## src/rtl/regfile_sb_pkg.sv

```systemverilog
// Shared sizing constants for the register file and its pending-write scoreboard.
package regfile_sb_pkg;

   localparam int RF_NREG = 32;   // architectural registers, x0 included
   localparam int RF_AW   = 5;    // register address width
   localparam int RF_DW   = 32;   // data width
   localparam int RF_PW   = 2;    // pending counter width

   // Largest number of in-flight writers one register can track.
   localparam logic [RF_PW-1:0] RF_PEND_MAX = 2'd3;

endpackage

```

## src/rtl/regfile_sb_pend_ctr.sv

```systemverilog
// Saturating up/down counter of in-flight writers for one register.
// Clear wins over increment/decrement; a simultaneous increment and
// decrement leave the count unchanged. o_ovf_stb pulses when an increment
// is requested while the counter is already at its maximum.
module pend_ctr #(
   parameter int PW = 2
) (
   input  logic          clk,
   input  logic          rst,
   input  logic          i_rdy,
   input  logic          i_clr,
   input  logic          i_inc,
   input  logic          i_dec,
   output logic [PW-1:0] o_cnt,
   output logic          o_ovf_stb
);

   localparam logic [PW-1:0] CNT_MAX = '1;

   logic [PW-1:0] r_cnt;

   assign o_cnt     = r_cnt;
   assign o_ovf_stb = i_rdy && !i_clr && i_inc && !i_dec && (r_cnt == CNT_MAX);

   // Count issues up and retires down, saturating at both ends.
   always_ff @(posedge clk) begin
      if (rst) begin
         r_cnt <= '0;
      end else if (i_rdy) begin
         if (i_clr) begin
            r_cnt <= '0;
         end else if (i_inc && !i_dec) begin
            if (r_cnt != CNT_MAX) r_cnt <= r_cnt + 1'b1;
         end else if (i_dec && !i_inc) begin
            if (r_cnt != '0) r_cnt <= r_cnt - 1'b1;
         end
      end
   end

endmodule

```

## src/rtl/regfile_sb.sv

```systemverilog
// Architectural register file (x0 hard-wired to zero) with two combinational
// read ports, same-cycle write-back bypass, and a per-register pending-writer
// scoreboard used by ID to detect RAW hazards.
// Handshake note: there is no valid/ready pair here; i_rdy is a global
// enable, and when low no state (array, counters, ovf) changes while the
// combinational read/busy outputs keep following the current inputs.
module regfile_sb
   import regfile_sb_pkg::*;
#(
   parameter int NREG = RF_NREG,
   parameter int AW   = RF_AW,
   parameter int DW   = RF_DW,
   parameter int PW   = RF_PW
) (
   input  logic          clk,
   input  logic          rst,
   input  logic          i_rdy,
   input  logic          i_we,
   input  logic [AW-1:0] i_waddr,
   input  logic [DW-1:0] i_wdata,
   input  logic          i_re1,
   input  logic [AW-1:0] i_raddr1,
   output logic [DW-1:0] o_rdata1,
   output logic          o_busy1,
   input  logic          i_re2,
   input  logic [AW-1:0] i_raddr2,
   output logic [DW-1:0] o_rdata2,
   output logic          o_busy2,
   input  logic          i_iss,
   input  logic [AW-1:0] i_iss_rd,
   input  logic          i_flush,
   output logic          o_ovf
);

   logic [DW-1:0] r_regs [1:NREG-1];
   logic          r_ovf;

   logic          w_ret;
   logic [PW-1:0] w_cnt [NREG];
   logic [NREG-1:0] w_ovf_stb;
   logic          w_dec1;
   logic          w_dec2;

   // A write to x0 is not a retire: it neither stores nor decrements.
   assign w_ret = i_we && (i_waddr != '0);

   // Commit write-back data into the array; flush does not cancel writes.
   always_ff @(posedge clk) begin
      if (rst) begin
         for (int i = 1; i < NREG; i++) r_regs[i] <= '0;
      end else if (i_rdy && w_ret) begin
         r_regs[i_waddr] <= i_wdata;
      end
   end

   // x0 has no counter and is never busy.
   assign w_cnt[0]     = '0;
   assign w_ovf_stb[0] = 1'b0;

   for (genvar g = 1; g < NREG; g++) begin : g_pend
      pend_ctr #(.PW(PW)) u_pend_ctr (
         .clk       (clk),
         .rst       (rst),
         .i_rdy     (i_rdy),
         .i_clr     (i_flush),
         .i_inc     (i_iss && (i_iss_rd == AW'(g))),
         .i_dec     (w_ret && (i_waddr == AW'(g))),
         .o_cnt     (w_cnt[g]),
         .o_ovf_stb (w_ovf_stb[g])
      );
   end

   // Sticky overflow flag: any counter asked to exceed its maximum.
   always_ff @(posedge clk) begin
      if (rst) begin
         r_ovf <= 1'b0;
      end else if (i_rdy && (|w_ovf_stb)) begin
         r_ovf <= 1'b1;
      end
   end

   assign o_ovf = r_ovf;

   // A retire this cycle to the read address counts as resolved (bypass
   // supplies its data), so it is subtracted from the pending count.
   assign w_dec1 = w_ret && (i_waddr == i_raddr1);
   assign w_dec2 = w_ret && (i_waddr == i_raddr2);

   // Read ports: zero when disabled or x0, bypass on same-cycle retire.
   always_comb begin
      o_rdata1 = '0;
      o_busy1  = 1'b0;
      if (i_re1 && (i_raddr1 != '0)) begin
         o_rdata1 = w_dec1 ? i_wdata : r_regs[i_raddr1];
         o_busy1  = (w_cnt[i_raddr1] > PW'(w_dec1));
      end
      o_rdata2 = '0;
      o_busy2  = 1'b0;
      if (i_re2 && (i_raddr2 != '0)) begin
         o_rdata2 = w_dec2 ? i_wdata : r_regs[i_raddr2];
         o_busy2  = (w_cnt[i_raddr2] > PW'(w_dec2));
      end
   end

endmodule

```

## config.mk

```make
export PLATFORM = sky130hd
export DESIGN_NAME = regfile_sb
export DESIGN_NICKNAME = d
export VERILOG_FILES = /design/src/rtl/regfile_sb_pkg.sv /design/src/rtl/regfile_sb_pend_ctr.sv /design/src/rtl/regfile_sb.sv
export SDC_FILE = /design/constraint.sdc
export NUM_CORES = 2
export LEC_CHECK = 0
export BUFFER_PORTS_ARGS = -buffer_cell sky130_fd_sc_hd__buf_4
export CAP_MARGIN = 20
export CORE_ASPECT_RATIO = 2
export CORE_MARGIN = 3
export CORE_UTILIZATION = 50
export DETAILED_ROUTE_END_ITERATION = 16
export PLACE_DENSITY = 0.66
export SETUP_SLACK_MARGIN = 0.02
export SYNTH_ARGS = -nofsm -noshare
export SYNTH_HDL_FRONTEND = slang
export SYNTH_HIERARCHICAL = 1
export SYNTH_SLANG_ARGS = --single-unit
```

## constraint.sdc

```tcl
create_clock -name clk -period 6.5 [get_ports clk]
set_input_delay 1.95 -clock clk [delete_from_list [all_inputs] [get_ports clk]]
set_output_delay 1.95 -clock clk [all_outputs]
set_load 0.1 [all_outputs]
```

==> run summary <==
The final max-slew violation count came to 0. The number of buffers inserted by port buffering is 126. Setup repair after global routing could not meet its margin everywhere. No sink is reached through more buffers than the 3 on the longest clock path.

Setup violations remaining at the end of the flow were counted as 1. The transition at the pin with the smallest max-transition slack is 1.19 ns. In this run the cell area measured after placement is 0.0664 mm². The residual DRC count is 0. The starting density of the core is 50.4%. The overall die area came out at 0.127 mm². Between clock sinks in the finished design, the worst skew comes to 0.0172 ns. In this run the worst setup path begins at i_waddr[0]. In this run the number of H-tree levels came out at 3. The initial antenna violation count came out at 28. STA classifies the critical path startpoint as an input pin. STA classifies the critical path endpoint as a primary output. Entering global routing, the biggest net connects 164 pins. Along the worst hold path, the cell count comes to 2.

In the final layout, the share of cells above drive strength 1 is 28.5%. The multi-input gate area in the final layout came out at 0.0280 mm². The flow ran to the end, but the final reports show violations. Once the clock tree was built, the setup fixing pass inserted 0 buffers. For this run, the leading register cell type out of synthesis is sky130_fd_sc_hd__edfxtp_1. CTS placed an instance of sky130_fd_sc_hd__clkbuf_16 at the clock tree root.

The TritonCTS clock tree is yes. The final critical-path share of the clock period came out at 101%. Setup slack on the critical path of the routed design comes to -0.0453 ns. A synthesized cell averages 13.9 µm². In this run the critical register-to-register path is captured at o_ovf$_SDFFE_PP0P_. The height of the die came out at 501 µm. The min-delay analysis places its worst path in the category reg -> reg. The synthesized netlist contains 61 unique library cells. The clock transition at the registers of the reported paths came out at 0.06 ns. The DRC marker count from the first detailed-route iteration is 5,434.

Headroom to the max-slew limit came out at 20.2%. The final routed wire length divided by cell count came out at 36.6 µm. The path with the worst hold slack has its endpoint at o_ovf$_SDFFE_PP0P_. The synthesized cell area is 0.0614 mm². Across every metal layer, demand over resource in global routing totals 36.4%. The via count came out at 43,654.

The number of top-level pins is 127. The number of global-route vias before repair is 44,102. The number of search-and-repair iterations in the first detailed-routing pass is 6.

The detail-routed via count per cell came out at 6.97. After routing the design area is 0.0698 mm². The layout overhead on the synthesized area came out at 13.7%.

Wires add up to 229 mm. The cell area power density came out at 242 mW/mm². The async set-or-reset flop fraction in the synthesized netlist is 0%. After synthesis the netlist holds a flip-flop and latch count of 1,087. The number of enable flip-flop cells after synthesis came out at 1,024. Yosys printed 6 warnings. The launch instance of the worst register-to-register path is g_pend[31].u_pend_ctr/o_cnt[0]$_SDFFE_PP0P_. For this run the aggregate overflow at the end of global routing stands at 0. The total number of clock tree sinks is 1,087. STA puts the critical path data required time at 4.55 ns. The number of max-cap violations is 0. The final layout contains 4,664 nets. The first-pass GRT wire length came out at 322 mm. The shortest clock period the worst path allows after layout came out at 6.55 ns. In this run the core area contains 181 standard-cell rows.

The hold violation count in the final report came to 0. The maximum clock frequency came out at 0.153 GHz. The total core area is 0.122 mm².

Clock tree synthesis inserted a total of 100 buffers. The sequential area share after synthesis is 52.2%. The worst setup path is of the in -> out kind. The worst reg-to-reg setup slack came out at 4.09 ns. Once detail routing completed, the nets flagged for antenna violations numbered 0. In the final layout, flip-flops and latches occupy 0.0320 mm². The layout filler cell count came out at 9,663.

The power after layout came out at 16.9 mW. In this run the worst path has a maximum fanout of 6. In this run the most critical hold path is launched from o_ovf$_SDFFE_PP0P_. The maximum ir drop on the vdd rail is 0.248 mV.

For the worst flop-to-flop path, the logic depth is 6. The clock network latency to the later pin of the worst-skew pair came out at 0.73 ns. The wire-length estimate of the detail-placed layout is 143 mm. The analysis attributes to cell leakage a power of 24.7 nW.

The final reports fail on negative setup slack. At the end of routability-driven placement, the weighted congestion stood at 1.02. The synthesized instance count came out at 4,408. The x dimension of the die came out at 254 µm. The top cell types in the final layout, fill and taps aside, are sky130_fd_sc_hd__edfxtp_1, sky130_fd_sc_hd__and2_1, sky130_fd_sc_hd__mux4_2.

For the worst setup path, the data arrival time is 4.60 ns. The most common cell after layout, fill and taps aside is sky130_fd_sc_hd__edfxtp_1.
-- report_power, final --
group | switching, mW | internal (mW)
sequential | 0.185 | 8.00
clock | 2.75 | 3.26
combinational | 1.70 | 1.02
-- logic make-up (layout without fill, tap and decap cells) --
group | after synthesis | count (layout) | share of synthesized area [%]
AND/OR/NAND/NOR | 1573 | 1573 | 16.0
AO/OA/AOI/OAI | 595 | 595 | 6.89
adder cells (fa/ha/maj) | 2 | 2 | 0.0408
multiplexers | 715 | 715 | 21.7
other | 1 | 52 | 0.00611
flip-flops | 1087 | 1087 | 52.2
XOR/XNOR | 10 | 10 | 0.143
buffers and inverters | 425 | 670 | 3.03
-- worst max-delay path: stages --
cell,delay [ns]
sky130_fd_sc_hd__buf_4,0.11
sky130_fd_sc_hd__or4_1,0.60
sky130_fd_sc_hd__o21ai_2,0.27
sky130_fd_sc_hd__o31ai_4,0.18
sky130_fd_sc_hd__buf_12,0.18
sky130_fd_sc_hd__buf_4,0.16
sky130_fd_sc_hd__nor2b_1,0.65
sky130_fd_sc_hd__a211o_1,0.19
sky130_fd_sc_hd__buf_4,0.30
-- routing by layer --
| metal | track usage, % | routed length, µm |
|---|---|---|
| met3 | 9.71 | 22900 |
| met1 | 40.1 | 72300 |
| met2 | 58.4 | 109000 |
| met5 | 0.470 | 126 |
| met4 | 31.2 | 24400 |
-- sequential cells by signal, summed over array words and instances, names as in the netlist --
register / flops
r_regs: 1024
g_pend.u_pend_ctr/o_cnt: 62
o_ovf: 1
-- synth_stat cells (10+ instances only) --
cell type / n / area share [%]
sky130_fd_sc_hd__dfxtp_1: 63 / 2.1
sky130_fd_sc_hd__nand3_1: 17 / 0.14
sky130_fd_sc_hd__nor2b_1: 32 / 0.33
sky130_fd_sc_hd__nor3_1: 56 / 0.46
sky130_fd_sc_hd__buf_4: 20 / 0.24
sky130_fd_sc_hd__nand2_1: 93 / 0.57
sky130_fd_sc_hd__o22ai_1: 62 / 0.63
sky130_fd_sc_hd__o21ai_0: 42 / 0.34
sky130_fd_sc_hd__a21oi_1: 87 / 0.71
sky130_fd_sc_hd__a22oi_1: 54 / 0.66
sky130_fd_sc_hd__a211oi_1: 99 / 1.2
sky130_fd_sc_hd__a31oi_1: 32 / 0.33
sky130_fd_sc_hd__mux4_2: 494 / 18
sky130_fd_sc_hd__nand2b_1: 23 / 0.23
sky130_fd_sc_hd__mux2i_1: 217 / 3.5
sky130_fd_sc_hd__clkbuf_1: 278 / 1.7
sky130_fd_sc_hd__buf_1: 20 / 0.12
sky130_fd_sc_hd__a21o_1: 31 / 0.38
sky130_fd_sc_hd__nor3b_1: 33 / 0.40
sky130_fd_sc_hd__nor2_1: 89 / 0.54
sky130_fd_sc_hd__xnor2_1: 10 / 0.14
sky130_fd_sc_hd__or4b_1: 31 / 0.51
sky130_fd_sc_hd__o211ai_1: 37 / 0.45
sky130_fd_sc_hd__a221oi_1: 44 / 0.63
sky130_fd_sc_hd__a211o_1: 32 / 0.46
sky130_fd_sc_hd__and2b_2: 62 / 0.89
sky130_fd_sc_hd__a22o_1: 33 / 0.47
sky130_fd_sc_hd__or2b_2: 62 / 0.89
sky130_fd_sc_hd__and2_1: 1006 / 10
sky130_fd_sc_hd__buf_2: 88 / 0.72
sky130_fd_sc_hd__edfxtp_1: 1024 / 50
sky130_fd_sc_hd__or2_2: 34 / 0.35
-- stage by stage --
stage	setup TNS (ns)	util (%)	setup WS [ns]	hold WS, ns	std cells
3_5_place_dp	-0.325	54.5	-0.125	0.439	6052
4_1_cts	0	57.1	0.0683	0.448	6236
2_1_floorplan	0	-	0.0250	0.570	4439
5_1_grt	0	57.2	0.0194	0.486	6240
3_3_place_gp	-0.356	54.3	-0.165	0.434	6045
6_report	-0.0453	57.3	-0.0453	0.447	6259
-- timing repair --
action / CTS / global route
hold buffers: 0 / 0
pin swaps: 0 / 1
resized for setup: 5 / 13
setup endpoints to repair: 10 / 9
-- final cells by class --
cell class                 count  area share, %
timing repair buffer         482           6.57
inverter                       4         0.0251
clock inverter                60          0.839
multi-input combinational   2927           40.1
tap                         1555           2.79
sequential                  1087           45.9
antenna                       20         0.0717
clock buffer                 124           3.75
-- worst max-delay path by stage --
| stage | cells after the start | endpoint | slack, ns |
|---|---|---|---|
| 6_report | 9 | o_rdata1[27] | -0.05 |
| 4_1_cts | 8 | o_rdata1[29] | 0.07 |
| 5_1_grt | 9 | o_rdata1[27] | 0.02 |
| 3_3_place_gp | 11 | o_rdata1[6] | -0.16 |
| 3_5_place_dp | 10 | o_rdata1[6] | -0.12 |
| 2_1_floorplan | 9 | o_busy2 | 0.02 |
(Power assumes the default switching activity.)
